[src/rtl/regfile_scoreboard_pkg.sv]
`default_nettype none
// ============================================================================
// Package    : rf_pkg
// Description: Default sizing constants and address-width helper shared by
//              the register file, its interface and the pending counters.
// Revision   : 1.0 - initial release
// ============================================================================
package rf_pkg;

    localparam int DEF_WIDTH    = 32;
    localparam int DEF_NUM_REGS = 32;
    localparam int DEF_PEND_W   = 2;

    // Address width for a register count; at least one bit even for 2 regs.
    function automatic int addr_w(input int num_regs);
        return (num_regs <= 2) ? 1 : $clog2(num_regs);
    endfunction

endpackage
`default_nettype wire

[src/rtl/regfile_scoreboard_if.sv]
`default_nettype none
// ============================================================================
// Interface  : regfile_scoreboard_if
// Description: Decode/issue and write-back signals of the register file.
//              master = pipeline side, slave = register file.
// Revision   : 1.0 - initial release
// ============================================================================
interface regfile_scoreboard_if #(
    parameter int WIDTH  = rf_pkg::DEF_WIDTH,
    parameter int ADDR_W = rf_pkg::addr_w(rf_pkg::DEF_NUM_REGS)
);
    logic [ADDR_W-1:0] rs1_addr;
    logic [ADDR_W-1:0] rs2_addr;
    logic [ADDR_W-1:0] dbg_addr;
    logic [WIDTH-1:0]  rs1_data;
    logic [WIDTH-1:0]  rs2_data;
    logic [WIDTH-1:0]  dbg_data;
    logic              rs1_busy;
    logic              rs2_busy;
    logic              issue_valid;
    logic [ADDR_W-1:0] issue_rd;
    logic              issue_ready;
    logic              wb_valid;
    logic [ADDR_W-1:0] wb_addr;
    logic [WIDTH-1:0]  wb_data;
    logic              wb_err;

    modport master (
        output rs1_addr, rs2_addr, dbg_addr, issue_valid, issue_rd,
               wb_valid, wb_addr, wb_data,
        input  rs1_data, rs2_data, dbg_data, rs1_busy, rs2_busy,
               issue_ready, wb_err
    );

    modport slave (
        input  rs1_addr, rs2_addr, dbg_addr, issue_valid, issue_rd,
               wb_valid, wb_addr, wb_data,
        output rs1_data, rs2_data, dbg_data, rs1_busy, rs2_busy,
               issue_ready, wb_err
    );
endinterface
`default_nettype wire

[src/rtl/rf_pend_counter.sv]
`default_nettype none
// ============================================================================
// Module     : rf_pend_counter
// Description: Pending-write counter for one register. Increments on issue,
//              decrements on write-back, holds when both occur together.
//              Never wraps: increment at max and decrement at zero are held.
// Revision   : 1.0 - initial release
// ============================================================================
module rf_pend_counter #(
    parameter int PEND_W = 2
) (
    input  wire logic clk,
    input  wire logic reset,
    input  wire logic inc_i,
    input  wire logic dec_i,
    output logic      is_zero_o,
    output logic      is_max_o,
    output logic      is_one_o
);
    logic [PEND_W-1:0] cnt_q;
    logic [PEND_W-1:0] cnt_d;

    assign is_zero_o = (cnt_q == '0);
    assign is_max_o  = (cnt_q == '1);
    assign is_one_o  = (cnt_q == PEND_W'(1));

    // Next count: simultaneous inc/dec cancel; guard both ends.
    always_comb begin
        cnt_d = cnt_q;
        if (inc_i && !dec_i && !is_max_o) begin
            cnt_d = cnt_q + PEND_W'(1);
        end else if (dec_i && !inc_i && !is_zero_o) begin
            cnt_d = cnt_q - PEND_W'(1);
        end
    end

    // Count register with synchronous reset.
    always_ff @(posedge clk) begin
        if (reset) cnt_q <= '0;
        else       cnt_q <= cnt_d;
    end
endmodule
`default_nettype wire

[src/rtl/regfile_scoreboard.sv]
`default_nettype none
// ============================================================================
// Module     : regfile_scoreboard
// Description: Register file with two bypassed operand read ports, one
//              unbypassed debug read port, one write-back port, and a
//              per-register pending-write scoreboard for RAW hazard stalls.
// Revision   : 1.0 - initial release
// ============================================================================
module regfile_scoreboard
    import rf_pkg::*;
#(
    parameter int WIDTH    = DEF_WIDTH,
    parameter int NUM_REGS = DEF_NUM_REGS,
    parameter int PEND_W   = DEF_PEND_W
) (
    input  wire logic          clk,
    input  wire logic          reset,
    regfile_scoreboard_if.slave bus
);
    localparam int ADDR_W = addr_w(NUM_REGS);

    logic [WIDTH-1:0]    rf_w [NUM_REGS];
    logic [NUM_REGS-1:0] zero_w;
    logic [NUM_REGS-1:0] one_w;
    logic [NUM_REGS-1:0] max_w;
    logic                wb_en_w;
    logic                wb_hit_issue_w;
    logic                issue_acc_w;
    logic                rs1_wb_hit_w;
    logic                rs2_wb_hit_w;
    logic                err_set_w;
    logic                err_q;

    // Register 0 reads as zero and never has pending writes.
    assign rf_w[0]   = '0;
    assign zero_w[0] = 1'b1;
    assign one_w[0]  = 1'b0;
    assign max_w[0]  = 1'b0;

    assign wb_en_w        = bus.wb_valid && (bus.wb_addr != '0);
    assign wb_hit_issue_w = bus.wb_valid && (bus.wb_addr == bus.issue_rd);

    // A full counter can still accept an issue when a write-back drains it
    // in the same cycle.
    assign bus.issue_ready = !((bus.issue_rd != '0) && max_w[bus.issue_rd]
                               && !wb_hit_issue_w);
    assign issue_acc_w     = bus.issue_valid && bus.issue_ready
                             && (bus.issue_rd != '0);

    // Storage and pending counter for each writable register.
    for (genvar r = 1; r < NUM_REGS; r++) begin : g_reg
        logic [WIDTH-1:0] data_q;
        logic             inc_w;
        logic             dec_w;

        assign inc_w = issue_acc_w && (bus.issue_rd == ADDR_W'(r));
        assign dec_w = bus.wb_valid && (bus.wb_addr == ADDR_W'(r));

        // Write-back data capture.
        always_ff @(posedge clk) begin
            if (reset)                                       data_q <= '0;
            else if (wb_en_w && (bus.wb_addr == ADDR_W'(r))) data_q <= bus.wb_data;
        end

        rf_pend_counter #(.PEND_W(PEND_W)) u_cnt (
            .clk       (clk),
            .reset     (reset),
            .inc_i     (inc_w),
            .dec_i     (dec_w),
            .is_zero_o (zero_w[r]),
            .is_max_o  (max_w[r]),
            .is_one_o  (one_w[r])
        );

        assign rf_w[r] = data_q;
    end

    // Operand reads forward same-cycle write-back data; debug read does not.
    assign rs1_wb_hit_w = wb_en_w && (bus.wb_addr == bus.rs1_addr);
    assign rs2_wb_hit_w = wb_en_w && (bus.wb_addr == bus.rs2_addr);

    assign bus.rs1_data = rs1_wb_hit_w ? bus.wb_data : rf_w[bus.rs1_addr];
    assign bus.rs2_data = rs2_wb_hit_w ? bus.wb_data : rf_w[bus.rs2_addr];
    assign bus.dbg_data = rf_w[bus.dbg_addr];

    // Busy unless the last outstanding write is being written back right now.
    assign bus.rs1_busy = (!zero_w[bus.rs1_addr] && !one_w[bus.rs1_addr])
                          || (one_w[bus.rs1_addr] && !rs1_wb_hit_w);
    assign bus.rs2_busy = (!zero_w[bus.rs2_addr] && !one_w[bus.rs2_addr])
                          || (one_w[bus.rs2_addr] && !rs2_wb_hit_w);

    // Unexpected write-back: nothing pending and no matching issue this cycle.
    assign err_set_w = wb_en_w && zero_w[bus.wb_addr]
                       && !(issue_acc_w && (bus.issue_rd == bus.wb_addr));

    // Sticky write-back error flag.
    always_ff @(posedge clk) begin
        if (reset)          err_q <= 1'b0;
        else if (err_set_w) err_q <= 1'b1;
    end

    assign bus.wb_err = err_q;
endmodule
`default_nettype wire

[src/flat_wrapper.sv]
// flat-port wrapper written by rule: the top's interface ports become plain ports
module regfile_scoreboard_flat import rf_pkg::*;
#(
    parameter int WIDTH    = DEF_WIDTH,
    parameter int NUM_REGS = DEF_NUM_REGS,
    parameter int PEND_W   = DEF_PEND_W
)
  (clk, reset, bus_rs1_addr, bus_rs2_addr, bus_dbg_addr, bus_issue_valid, bus_issue_rd, bus_wb_valid, bus_wb_addr, bus_wb_data, bus_rs1_data, bus_rs2_data, bus_dbg_data, bus_rs1_busy, bus_rs2_busy, bus_issue_ready, bus_wb_err);
  regfile_scoreboard_if #(.WIDTH(WIDTH), .ADDR_W(5)) bus_i ();
  input  wire logic clk;
  input  wire logic reset;
  input wire logic [$bits(bus_i.rs1_addr)-1:0] bus_rs1_addr;
  input wire logic [$bits(bus_i.rs2_addr)-1:0] bus_rs2_addr;
  input wire logic [$bits(bus_i.dbg_addr)-1:0] bus_dbg_addr;
  input wire logic [$bits(bus_i.issue_valid)-1:0] bus_issue_valid;
  input wire logic [$bits(bus_i.issue_rd)-1:0] bus_issue_rd;
  input wire logic [$bits(bus_i.wb_valid)-1:0] bus_wb_valid;
  input wire logic [$bits(bus_i.wb_addr)-1:0] bus_wb_addr;
  input wire logic [$bits(bus_i.wb_data)-1:0] bus_wb_data;
  output wire logic [$bits(bus_i.rs1_data)-1:0] bus_rs1_data;
  output wire logic [$bits(bus_i.rs2_data)-1:0] bus_rs2_data;
  output wire logic [$bits(bus_i.dbg_data)-1:0] bus_dbg_data;
  output wire logic [$bits(bus_i.rs1_busy)-1:0] bus_rs1_busy;
  output wire logic [$bits(bus_i.rs2_busy)-1:0] bus_rs2_busy;
  output wire logic [$bits(bus_i.issue_ready)-1:0] bus_issue_ready;
  output wire logic [$bits(bus_i.wb_err)-1:0] bus_wb_err;
  assign bus_i.rs1_addr = bus_rs1_addr;
  assign bus_i.rs2_addr = bus_rs2_addr;
  assign bus_i.dbg_addr = bus_dbg_addr;
  assign bus_i.issue_valid = bus_issue_valid;
  assign bus_i.issue_rd = bus_issue_rd;
  assign bus_i.wb_valid = bus_wb_valid;
  assign bus_i.wb_addr = bus_wb_addr;
  assign bus_i.wb_data = bus_wb_data;
  assign bus_rs1_data = bus_i.rs1_data;
  assign bus_rs2_data = bus_i.rs2_data;
  assign bus_dbg_data = bus_i.dbg_data;
  assign bus_rs1_busy = bus_i.rs1_busy;
  assign bus_rs2_busy = bus_i.rs2_busy;
  assign bus_issue_ready = bus_i.issue_ready;
  assign bus_wb_err = bus_i.wb_err;
  regfile_scoreboard #(.WIDTH(WIDTH), .NUM_REGS(NUM_REGS), .PEND_W(PEND_W)) u_core (.clk(clk), .reset(reset), .bus(bus_i));
endmodule
[config.mk]
export PLATFORM = sky130hd
export DESIGN_NAME = regfile_scoreboard_flat
export DESIGN_NICKNAME = d
export VERILOG_FILES = /design/src/rtl/regfile_scoreboard_pkg.sv /design/src/rtl/regfile_scoreboard_if.sv /design/src/rtl/rf_pend_counter.sv /design/src/rtl/regfile_scoreboard.sv /design/src/flat_wrapper.sv
export SDC_FILE = /design/constraint.sdc
export NUM_CORES = 2
export LEC_CHECK = 0
export BUFFER_PORTS_ARGS = -buffer_cell sky130_fd_sc_hd__buf_4
export CORE_ASPECT_RATIO = 1.2
export CORE_MARGIN = 2
export CORE_UTILIZATION = 42
export CTS_CLUSTER_DIAMETER = 200
export DETAILED_ROUTE_END_ITERATION = 12
export GPL_TIMING_DRIVEN = 0
export HOLD_SLACK_MARGIN = 0.06
export PLACE_DENSITY = 0.63
export SKIP_LAST_GASP = 1
export SLEW_MARGIN = 20
export SYNTH_ARGS = -nofsm -noshare
export SYNTH_HDL_FRONTEND = slang
export SYNTH_HIERARCHICAL = 1
export SYNTH_SLANG_ARGS = --single-unit
[constraint.sdc]
create_clock -name clk -period 3.75 [get_ports clk]
set_input_delay 0.1875 -clock clk [delete_from_list [all_inputs] [get_ports clk]]
set_output_delay 0.1875 -clock clk [all_outputs]
set_load 0.02 [all_outputs]
==> impl_metrics.tcl <==
set metrics [dict create \
    outcome "finished with violations" \
    violations "setup timing" \
    cts.clk_slew.worst_paths_ns 0.05 \
    syn_area_mm2 0.0660 \
    grt_overflow 0 \
    hold_violations 0 \
    synth_edf_count 0 \
    die_y_um 438 \
    critPathLaunchType "primary input" \
    synthTopCellsByArea "dfxtp_1 32%, mux4_2 29%, nand2_1 12%" \
    utilization_pct 47.8 \
    ys.flop_type "dfxtp_1" \
    rsz0062_at_grt "true" \
    start_util_pct 42.2 \
    final_layout_size_suffix_gt1_share_pct 22.7 \
    cts_htree_levels 3 \
    leakage_nw 24.9 \
    routed_wl_um 342000 \
    crit_top_cell "mux2i_1" \
    critPathLaunch "bus_rs1_addr[2]" \
    grt_max_degree 64 \
    finalCritPeriodShare_pct 107 \
    via_per_inst 6.78 \
    cp.arrival_ns 3.83 \
    cts_root_buffer "clkbuf_16" \
    post-place-cells 9243 \
    drc_errors 0 \
    post-cts-setup-buffers 0 \
    synth_fp_nets 7156 \
    setup_viol 41 \
    io_pins 161 \
    clock-sinks 1055 \
    ant_nets 0 \
    row_count 159 \
    endpoint_kind "primary output" \
    synth_top_area_cell "dfxtp_1" \
    worst_hold_slack_ns 0.0725 \
    gp_congestion 1.07 \
    seq_area_frac_synth_pct 32.0 \
    worst-endpoint-required_ns 3.56 \
    areaGrowthSynthToFinish_pct 13.2 \
    avgSynthCellArea_um2 9.43 \
    synthCells 7002 \
    first_pass_iters 6 \
    drv_cap 0 \
    path_max_fanout 10 \
    use_met1_pct 49.1 \
    coreArea_mm2 0.156 \
    antenna_found_initial 20 \
    grt_pass1_wl_um 469000 \
    nets 7465 \
    die-area_mm2 0.160 \
    ff2ff_setup_slack_ns 0.17 \
    fin_skew_ns 0.0231 \
    worstSkewPairLatency_ns 0.81 \
    path_class "in -> out" \
    die_w_um 366 \
    grtUsageMet2_pct 60.5 \
    worstHoldStart "reset" \
    cp_cell_sequence "buf_4 > buf_2 > buf_2 > clkbuf_1 > mux2i_1 > mux2i_1 > mux2i_1 > o21ai_0 > buf_4" \
    tightest_slew_ns 1.38 \
    clk_path_buf_depth 3 \
    pre_cts_slack_ns -0.751 \
    cts_tree "built" \
    synth_cell_types 61 \
    synth_seq_cells 1055 \
    powerDensity_mw_per_mm2 373 \
    finalCriticalPeriod_ns 4.01 \
    grt_pass1_vias 60200 \
    synth.top_cell.area_share_pct 32.0 \
    fill_cells 15000 \
    final_cells 9525 \
    irDropWorstVdd_mv 0.379 \
    grtUsageMet3_pct 13.3 \
    cts_buffers 120 \
    max_freq_ghz 0.249 \
    via_count 64600 \
    timing.rr.start "u_core/g_reg[27].u_cnt/cnt_q[0]" \
    post_drt_wl_per_cell_um 35.9 \
    final-max-slew-violation-count 0 \
    slowest_delay_ns 0.81 \
    async_reset_ff_share_pct 0 \
    busiest_layer "met2" \
    first_iter_violations 10600 \
    grt_usage_pct 41.7 \
    io_buffer_count 145 \
    fin_setup_tns_ns -3.58 \
    cp_slowest_cell "clkbuf_1" \
    relSlewSlack_pct 8.32 \
    hpwl_um 254000 \
    min_path_type "in -> reg" \
    synth.yosys.warnings 6 \
    fin_ws_ns -0.264 \
]
-- kinds of logic after synthesis --
family | count (synthesis) | synth area share [%]
AND/OR/NAND/NOR | 2562 | 16.3
flip-flops | 1055 | 32.0
XOR/XNOR | 15 | 0.199
AO/OA/AOI/OAI | 1376 | 11.8
buffers and inverters | 783 | 4.75
multiplexers | 1118 | 33.3
adder cells (fa/ha/maj) | 93 | 1.76
-- repair_timing --
item	4_1_cts	5_1_grt
resized for setup	72	33
hold buffers	36	0
pin swaps	0	0
setup endpoints to repair	94	34
hold endpoints to repair	436	0
-- flip-flops by register name, summed over array words and instances (netlist names) --
name	flops
u_core/g.data_q	992
u_core/bus.wb_err	1
u_core/g.u_cnt/cnt_q	62
-- worst max-delay path, delay by kind of cell --
kind	cells	cell delay, ns
buf+inv	5	2.41
mux	3	0.68
compound gates	1	0.53
-- report_power, final --
group / internal, mW / total, mW / switching (mW)
clock network: 7.42 / 12.8 / 5.39
registers: 11.3 / 11.4 / 0.0972
logic: 1.03 / 3.63 / 2.60
total: 19.7 / 27.8 / 8.09
-- cells in the final DEF, fill, tap and decap left out, types with 92 or more instances in the layout --
cell	count
ha_1	93
mux4_2	841
nor2_1	161
mux2_2	193
a22o_1	92
dfxtp_1	1055
inv_1	97
buf_4	159
clkbuf_1	403
a21oi_1	1089
clkbuf_16	121
buf_2	115
nand2_1	2119
-- cell usage after synthesis, types with 4 or more instances --
cell type  count
dfxtp_1     1055
o211ai_1      31
xnor2_1        6
a22o_1        92
a31oi_1       30
nor2_1       161
nor3_1        45
ha_1          93
nand2_1     2119
or2b_1        29
buf_6          4
clkbuf_1     443
nor3_2        29
mux4_2       841
a211oi_1       5
a21oi_1     1093
xor2_1         9
o22ai_1        7
nor2b_1       17
mux2_2       193
inv_1         97
o21a_1         4
o21ai_0       10
and3_1        31
buf_1        114
nor3b_1       69
buf_2        121
o21a_2        29
and4bb_1      29
mux2i_1       84
nand2b_1      10
o221ai_1      57
-- per-stage QoR --
stage / area (µm²) / power, mW
after global routing: 74700 / 28.2
final: 74700 / 27.8
after detailed placement: 69800 / 15.0
after floorplan: 66000 / 13.4
after CTS: 74500 / 27.6
after global placement: 69700 / 15.0
-- final timing paths --
check                                                       end  cells after the start
worst max-delay path                           bus_rs1_data[28]                      9
worst min-delay path            u_core/g_reg[12].u_cnt/cnt_q[0]                      2
worst max register to register   u_core/g_reg[8].u_cnt/cnt_q[1]                     10
worst min register to register      u_core/g_reg[15].data_q[18]                      2
-- layer usage --
| layer | wire, µm | share of wire, % | up-vias |
|---|---|---|---|
| met5 | 108 | 0.032 | - |
| met4 | 38500 | 11 | 14 |
| met3 | 44200 | 13 | 1478 |
| met2 | 143000 | 42 | 5484 |
| met1 | 116000 | 34 | 31700 |
| li1 | - | - | 25900 |
-- cell type report --
type                    instances  area [µm²]  share of cell area, %
inverters                      97         364                  0.487
plain buffers                 685        3000                   4.02
flip-flops and latches       1055       21100                   28.3
multi-input cells            5164       41800                   56.0
clock buffers                 176        3530                   4.73
clock inverters                47         659                  0.883
repair buffers                188        1540                   2.06
well taps                    2093        2620                   3.51
diodes                         20        50.0                 0.0670
No activity file was read; power rests on OpenSTA's default activity.
